===== config.mk =====
export PLATFORM = sky130hd
export DESIGN_NAME = uart_console_bridge
export DESIGN_NICKNAME = d
export VERILOG_FILES = /design/src/rtl/uart_console_bridge.sv
export SDC_FILE = /design/constraint.sdc
export NUM_CORES = 1
export LEC_CHECK = 0
export BUFFER_PORTS_ARGS = -buffer_cell sky130_fd_sc_hd__buf_4
export CAP_MARGIN = 10
export CORE_UTILIZATION = 60
export DETAILED_ROUTE_END_ITERATION = 16
export PLACE_DENSITY = 0.84
export SLEW_MARGIN = 10
export SYNTH_ARGS = -nofsm -noshare
export SYNTH_HDL_FRONTEND = slang
export SYNTH_SLANG_ARGS = --single-unit

===== constraint.sdc =====
create_clock -name clk -period 3.9 [get_ports clk]
set_input_delay 0.975 -clock clk [delete_from_list [all_inputs] [get_ports clk]]
set_output_delay 0.975 -clock clk [all_outputs]
set_load 0.02 [all_outputs]

===== src/rtl/uart_console_bridge.sv =====
// Bus master for the iob_uart register port: initialises the UART, then alternates
// RX/TX readiness polling, moving bytes into an RX FIFO and out of a TX holding register.
module uart_console_bridge #(
    parameter int unsigned ADDR_W       = 3,
    parameter int unsigned DATA_W       = 32,
    parameter int unsigned A_SOFTRESET  = 0,
    parameter int unsigned A_DIV        = 1,
    parameter int unsigned A_TXDATA     = 2,
    parameter int unsigned A_TXEN       = 3,
    parameter int unsigned A_TXREADY    = 4,
    parameter int unsigned A_RXDATA     = 5,
    parameter int unsigned A_RXEN       = 6,
    parameter int unsigned A_RXREADY    = 7,
    parameter int unsigned DIV_VALUE    = 868,
    parameter int unsigned RX_DEPTH_LOG = 3,
    parameter int unsigned TIMEOUT      = 1023
) (
    input  logic              clk,
    input  logic              rst,
    output logic              uart_valid,
    output logic [ADDR_W-1:0] uart_addr,
    output logic [DATA_W-1:0] uart_wdata,
    output logic [3:0]        uart_wstrb,
    input  logic [DATA_W-1:0] uart_rdata,
    input  logic              uart_ready,
    input  logic              tx_valid,
    input  logic [7:0]        tx_data,
    output logic              tx_ready,
    output logic              rx_valid,
    output logic [7:0]        rx_data,
    input  logic              rx_ready,
    output logic              init_done,
    output logic              bus_err
);

    localparam int unsigned RX_DEPTH = 1 << RX_DEPTH_LOG;
    localparam logic [15:0] TMR_LAST = 16'(TIMEOUT - 1);
    localparam logic [RX_DEPTH_LOG:0] PTR_ONE = 1;

    typedef enum logic [3:0] {
        I_SRST1, I_SRST0, I_DIV, I_TXEN, I_RXEN, P_RX, R_RX, P_TX, W_TX
    } state_t;

    state_t              state_q, state_d;
    logic                valid_q, valid_d;
    logic [ADDR_W-1:0]   addr_q, addr_d;
    logic [DATA_W-1:0]   wdata_q, wdata_d;
    logic [3:0]          wstrb_q, wstrb_d;
    logic [15:0]         tmr_q, tmr_d;
    logic                init_done_q, init_done_d;
    logic                bus_err_q, bus_err_d;
    logic                hold_full_q, hold_full_d;
    logic [7:0]          hold_data_q, hold_data_d;
    logic                tx_ready_q, tx_ready_d;
    logic [RX_DEPTH_LOG:0] wptr_q, wptr_d, rptr_q, rptr_d;
    logic [7:0]          mem_q [RX_DEPTH];

    logic [RX_DEPTH_LOG:0] fifo_count;
    logic                fifo_full, fifo_empty, pop;
    logic                push;
    logic [7:0]          push_data;
    logic                done, fail, ok;
    logic [ADDR_W-1:0]   req_addr;
    logic [DATA_W-1:0]   req_wdata;
    logic                req_write;
    logic                rdata_unused;

    assign fifo_count   = wptr_q - rptr_q;
    assign fifo_full    = fifo_count[RX_DEPTH_LOG];
    assign fifo_empty   = (wptr_q == rptr_q);
    assign pop          = rx_ready & ~fifo_empty;
    assign rdata_unused = ^uart_rdata[DATA_W-1:8];

    always_comb begin
        req_addr  = '0;
        req_wdata = '0;
        req_write = 1'b0;
        case (state_q)
            I_SRST1: begin req_addr = ADDR_W'(A_SOFTRESET); req_wdata = DATA_W'(1); req_write = 1'b1; end
            I_SRST0: begin req_addr = ADDR_W'(A_SOFTRESET); req_write = 1'b1; end
            I_DIV:   begin req_addr = ADDR_W'(A_DIV); req_wdata = DATA_W'(DIV_VALUE); req_write = 1'b1; end
            I_TXEN:  begin req_addr = ADDR_W'(A_TXEN); req_wdata = DATA_W'(1); req_write = 1'b1; end
            I_RXEN:  begin req_addr = ADDR_W'(A_RXEN); req_wdata = DATA_W'(1); req_write = 1'b1; end
            P_RX:    req_addr = ADDR_W'(A_RXREADY);
            R_RX:    req_addr = ADDR_W'(A_RXDATA);
            P_TX:    req_addr = ADDR_W'(A_TXREADY);
            W_TX:    begin req_addr = ADDR_W'(A_TXDATA); req_wdata = DATA_W'(hold_data_q); req_write = 1'b1; end
            default: ;
        endcase
    end

    always_comb begin
        state_d     = state_q;
        valid_d     = valid_q;
        addr_d      = addr_q;
        wdata_d     = wdata_q;
        wstrb_d     = wstrb_q;
        tmr_d       = tmr_q;
        init_done_d = init_done_q;
        bus_err_d   = bus_err_q;
        hold_full_d = hold_full_q;
        hold_data_d = hold_data_q;
        push        = 1'b0;
        push_data   = uart_rdata[7:0];
        done        = valid_q & uart_ready;
        fail        = valid_q & ~uart_ready & (tmr_q == TMR_LAST);
        ok          = done & uart_rdata[0];

        if (!valid_q) begin
            // Skipped polls move straight to the other poll state without a bus cycle.
            if (state_q == P_RX && fifo_full) begin
                state_d = P_TX;
            end else if (state_q == P_TX && !hold_full_q) begin
                state_d = P_RX;
            end else begin
                valid_d = 1'b1;
                addr_d  = req_addr;
                wdata_d = req_wdata;
                wstrb_d = req_write ? 4'b0001 : 4'b0000;
                tmr_d   = '0;
            end
        end else if (done || fail) begin
            valid_d = 1'b0;
            addr_d  = '0;
            wdata_d = '0;
            wstrb_d = '0;
            if (fail) bus_err_d = 1'b1;
            case (state_q)
                I_SRST1: state_d = I_SRST0;
                I_SRST0: state_d = I_DIV;
                I_DIV:   state_d = I_TXEN;
                I_TXEN:  state_d = I_RXEN;
                I_RXEN:  begin state_d = P_RX; init_done_d = 1'b1; end
                P_RX:    state_d = ok ? R_RX : P_TX;
                R_RX:    begin push = done; state_d = P_TX; end
                P_TX:    state_d = ok ? W_TX : P_RX;
                W_TX:    begin if (done) hold_full_d = 1'b0; state_d = P_RX; end
                default: state_d = I_SRST1;
            endcase
        end else begin
            tmr_d = tmr_q + 16'd1;
        end

        if (tx_valid && tx_ready_q) begin
            hold_full_d = 1'b1;
            hold_data_d = tx_data;
        end
        tx_ready_d = init_done_d & ~hold_full_d;
        wptr_d     = push ? wptr_q + PTR_ONE : wptr_q;
        rptr_d     = pop ? rptr_q + PTR_ONE : rptr_q;
    end

    always_ff @(posedge clk) begin
        if (rst) begin
            state_q     <= I_SRST1;
            valid_q     <= 1'b0;
            addr_q      <= '0;
            wdata_q     <= '0;
            wstrb_q     <= '0;
            tmr_q       <= '0;
            init_done_q <= 1'b0;
            bus_err_q   <= 1'b0;
            hold_full_q <= 1'b0;
            hold_data_q <= '0;
            tx_ready_q  <= 1'b0;
            wptr_q      <= '0;
            rptr_q      <= '0;
            for (int unsigned i = 0; i < RX_DEPTH; i++) mem_q[i] <= '0;
        end else begin
            state_q     <= state_d;
            valid_q     <= valid_d;
            addr_q      <= addr_d;
            wdata_q     <= wdata_d;
            wstrb_q     <= wstrb_d;
            tmr_q       <= tmr_d;
            init_done_q <= init_done_d;
            bus_err_q   <= bus_err_d;
            hold_full_q <= hold_full_d;
            hold_data_q <= hold_data_d;
            tx_ready_q  <= tx_ready_d;
            wptr_q      <= wptr_d;
            rptr_q      <= rptr_d;
            if (push) mem_q[wptr_q[RX_DEPTH_LOG-1:0]] <= push_data;
        end
    end

    assign uart_valid = valid_q;
    assign uart_addr  = addr_q;
    assign uart_wdata = wdata_q;
    assign uart_wstrb = wstrb_q;
    assign tx_ready   = tx_ready_q;
    assign rx_valid   = ~fifo_empty;
    assign rx_data    = mem_q[rptr_q[RX_DEPTH_LOG-1:0]];
    assign init_done  = init_done_q;
    assign bus_err    = bus_err_q;

endmodule

==> results.json <==
{
  "outcome": "complete, no violations",
  "grt_pass1_wl_um": 19400,
  "r2r_cells": 4,
  "peakVddDrop_v": 0.000354,
  "hold_path.class": "flip-flop to flip-flop",
  "maxSlewViolCount": 0,
  "synthFlopType": "edfxtp_1",
  "synth_top_area_share_pct": 32.7,
  "die_x_um": 101,
  "rows": 35,
  "cts_sinks": 121,
  "startpoint_type": "flip-flop",
  "worst_slew_pin_slew_ns": 1.01,
  "die_area_um2": 10200,
  "criticalPathCategory": "flip-flop to output port",
  "clock.fmax_mhz": 310,
  "path_cells": "mux4_2 -> mux2_2 -> buf_4",
  "worstSkewPairLatency_ns": 0.52,
  "nets": 628,
  "cp_num_buf_inv": 1,
  "reg2reg_from": "uart_valid",
  "ant_nets": 0,
  "synth_area_leaders": "edfxtp_1 33%, dfxtp_1 19%, and2_1 7.0%",
  "grt_setup_unrepaired": "false",
  "syn_area_um2": 5870,
  "place.gp.congestion": 0.844,
  "finalNonFillerCells": 718,
  "port_buffers": 47,
  "pwr-share-comb_pct": 7.1,
  "async_reset_ff_share_pct": 0,
  "cts_tree": "done",
  "gr-total-overflow": 0,
  "die_y_um": 101,
  "ys_ff_latch": 121,
  "htreeDepth": 4,
  "grt_max_degree": 69,
  "placed_cells": 686,
  "numCtsBuffers": 17,
  "netlist_instances": 536,
  "cap_violations": 0,
  "cp.depth": 3,
  "critPathRequiredTime_ns": 2.92,
  "layout-drive-gt1-share_pct": 21.9,
  "grt_pass1_vias": 4042,
  "finalWirelength_um": 12300,
  "yosysSeqAreaShare_pct": 52.2,
  "cts_hold_buffers": 0,
  "internal_power_mw": 2.29,
  "finalHoldViolations": 0,
  "num_vias": 4205,
  "slowest_delay_ns": 0.84,
  "viasPerCell": 5.86,
  "skew_ns": 0.00833,
  "core_um2": 9370,
  "dp_hpwl_um": 7970,
  "avgSynthCellArea_um2": 11.0,
  "slowest_stage": "dfxtp_1",
  "slew_headroom_pct": 32.6,
  "cts.clk_slew.worst_paths_ns": 0.06,
  "seqPwrFrac_pct": 46.3,
  "firstDrtPassIters": 4,
  "antenna_found_initial": 0,
  "p_per_area_nw_per_um2": 449,
  "post_cts_buffers": 0,
  "p_sw_mw": 0.739,
  "fin_crit_ns": 3.23,
  "swShare_pct": 24.4,
  "setup_viol": 0,
  "n_fill_cell": 650,
  "reg2reg_to": "tmr_q[3]",
  "routedWlPerCell_um": 17.1,
  "synth_edf_count": 64,
  "yosysWarnings": 0,
  "cts_root_buffer": "clkbuf_8",
  "ios": 97,
  "cp-end-kind": "output port",
  "critPathMaxFanout": 16,
  "num_antenna_cells": 0,
  "p_leak_nw": 2.44,
  "grtUsageTotal_pct": 25.7,
  "first_iter_violations": 244,
  "clockBufferDepth": 2,
  "area_growth_pct": 14.8,
  "period_share_pct": 82.8,
  "synth_top_cell_by_area": "edfxtp_1",
  "yosysUniqueCellTypes": 53,
  "drcViolationCount": 0,
  "clkPwrFrac_pct": 46.6,
  "cp.arrival_ns": 2.25,
  "finalSetupTns_ns": 0,
  "start_util_pct": 62.7,
  "cp_top_family": "flip-flops",
  "post_cts_resized": 0,
  "endpoint": "rx_data[2]",
  "rrSetupSlack_ns": 1.28
}
-- metal layers --
layer / up-vias / part of all wire, % / track usage [%]
met5: - / 0 / 0
met4: 0 / 2.8 / 10.7
met3: 31 / 5.9 / 6.03
met2: 179 / 54 / 47.2
met1: 1999 / 37 / 28.4
li1: 1996 / - / -
-- sequential cells by signal, indices dropped and copies added (netlist names), named ones only --
register / count
bus_err: 1
uart_wstrb: 1
uart_wdata: 9
tx_ready: 1
rptr_q: 4
tmr_q: 16
uart_addr: 3
init_done: 1
wptr_q: 4
uart_valid: 1
hold_full_q: 1
hold_data_q: 8
mem_q: 64
state_q: 4
-- worst min-delay path, cell delays in order, from the launching register on --
cell     delay, ns
dfxtp_1       0.31
nand2_1       0.05
a21oi_1       0.05
-- synth_stat cells (2+ instances only) --
cell,n
or3_1,4
nand3b_1,2
o211ai_1,15
a21oi_1,43
nor4_2,3
nor4b_4,2
buf_1,5
dfxtp_1,57
a311oi_1,7
and2_1,66
nor3_2,2
nor3_1,12
and3_1,2
nand4_1,6
or2_2,8
mux4_2,16
ha_1,7
nor2b_1,2
buf_4,27
edfxtp_1,64
nor2_1,21
nand2_1,39
inv_1,8
xnor2_1,4
a31oi_1,7
nand3_1,27
mux2_2,8
clkbuf_1,14
nor4_1,2
nand2b_1,6
o21ai_0,9
xor2_1,5
a211oi_1,3
buf_2,11
a41oi_1,4
-- cell type report --
cell class	instances	area, µm²	area share, %
Sequential cell	121	3060	45.4
Multi-Input combinational cell	372	2530	37.6
Clock buffer	17	414	6.14
Timing Repair Buffer	54	405	6.01
Tap cell	129	161	2.39
Clock inverter	15	126	1.87
Inverter	10	37.5	0.557
-- metrics by stage --
step	hold WS (ns)	total power [mW]	utilization [%]	area (µm²)	worst slack [ns]
after floorplan	0.437	1.58	-	5960	1.27
after global placement	0.445	1.63	66.2	6200	1.18
after detailed placement	0.449	1.64	66.2	6200	1.12
after CTS	0.458	3.05	71.9	6740	0.603
after global routing	0.481	3.12	71.9	6740	0.580
final	0.459	3.03	71.9	6740	0.672
-- how the worst min path moves through the flow --
stage	start	end	depth (start not counted)
6_report	hold_data_q[2]	hold_data_q[2]	2
3_3_place_gp	hold_data_q[7]	hold_data_q[7]	2
5_1_grt	hold_data_q[3]	hold_data_q[3]	2
3_5_place_dp	hold_data_q[5]	hold_data_q[5]	2
2_1_floorplan	hold_data_q[1]	hold_data_q[1]	2
4_1_cts	hold_data_q[5]	hold_data_q[5]	2
-- cells in the final DEF (no fill, tap or decap), types with 2 or more instances in the layout --
| cell | Yosys | routed |
|---|---|---|
| and2_1 | 66 | 66 |
| edfxtp_1 | 64 | 64 |
| dfxtp_1 | 57 | 57 |
| buf_4 | 27 | 54 |
| a21oi_1 | 43 | 43 |
| nand2_1 | 39 | 39 |
| nand3_1 | 27 | 27 |
| conb_1 | 1 | 25 |
| nor2_1 | 21 | 21 |
| mux4_2 | 16 | 16 |
| clkbuf_16 | 0 | 16 |
| o211ai_1 | 15 | 15 |
| nor3_1 | 12 | 12 |
| o21ai_0 | 9 | 9 |
| inv_1 | 8 | 8 |
| mux2_2 | 8 | 8 |
| or2_2 | 8 | 8 |
| a31oi_1 | 7 | 7 |
| a311oi_1 | 7 | 7 |
| ha_1 | 7 | 7 |
| nand2b_1 | 6 | 6 |
| nand4_1 | 6 | 6 |
| xor2_1 | 5 | 5 |
| xnor2_1 | 4 | 4 |
| or3_1 | 4 | 4 |
| a41oi_1 | 4 | 4 |
| clkinv_2 | 0 | 4 |
| clkinv_4 | 0 | 4 |
| nor4_2 | 3 | 3 |
| a211oi_1 | 3 | 3 |
| clkinv_1 | 1 | 3 |
| inv_6 | 0 | 3 |
| nor4b_4 | 2 | 2 |
| nor3_2 | 2 | 2 |
| and3_1 | 2 | 2 |
| nand3b_1 | 2 | 2 |
| nor2b_1 | 2 | 2 |
| nor4_1 | 2 | 2 |
-- logic make-up after synthesis --
family | share of synthesized area (%)
AND/OR/NAND/NOR | 20.6
flip-flops | 52.2
AO/OA/AOI/OAI | 10.4
buffers and inverters | 6.24
multiplexers | 7.67
XOR/XNOR | 1.34
adder cells (fa/ha/maj) | 1.49
other | 0.0639
-- power groups by stage --
stage / Combinational, mW / Sequential [mW] / Clock (mW)
2_1_floorplan: 0.163 / 1.42 / 0
3_3_place_gp: 0.205 / 1.43 / 0
3_5_place_dp: 0.211 / 1.43 / 0
4_1_cts: 0.213 / 1.40 / 1.43
5_1_grt: 0.231 / 1.41 / 1.48
6_report: 0.214 / 1.40 / 1.41
(Power assumes the default switching activity.)
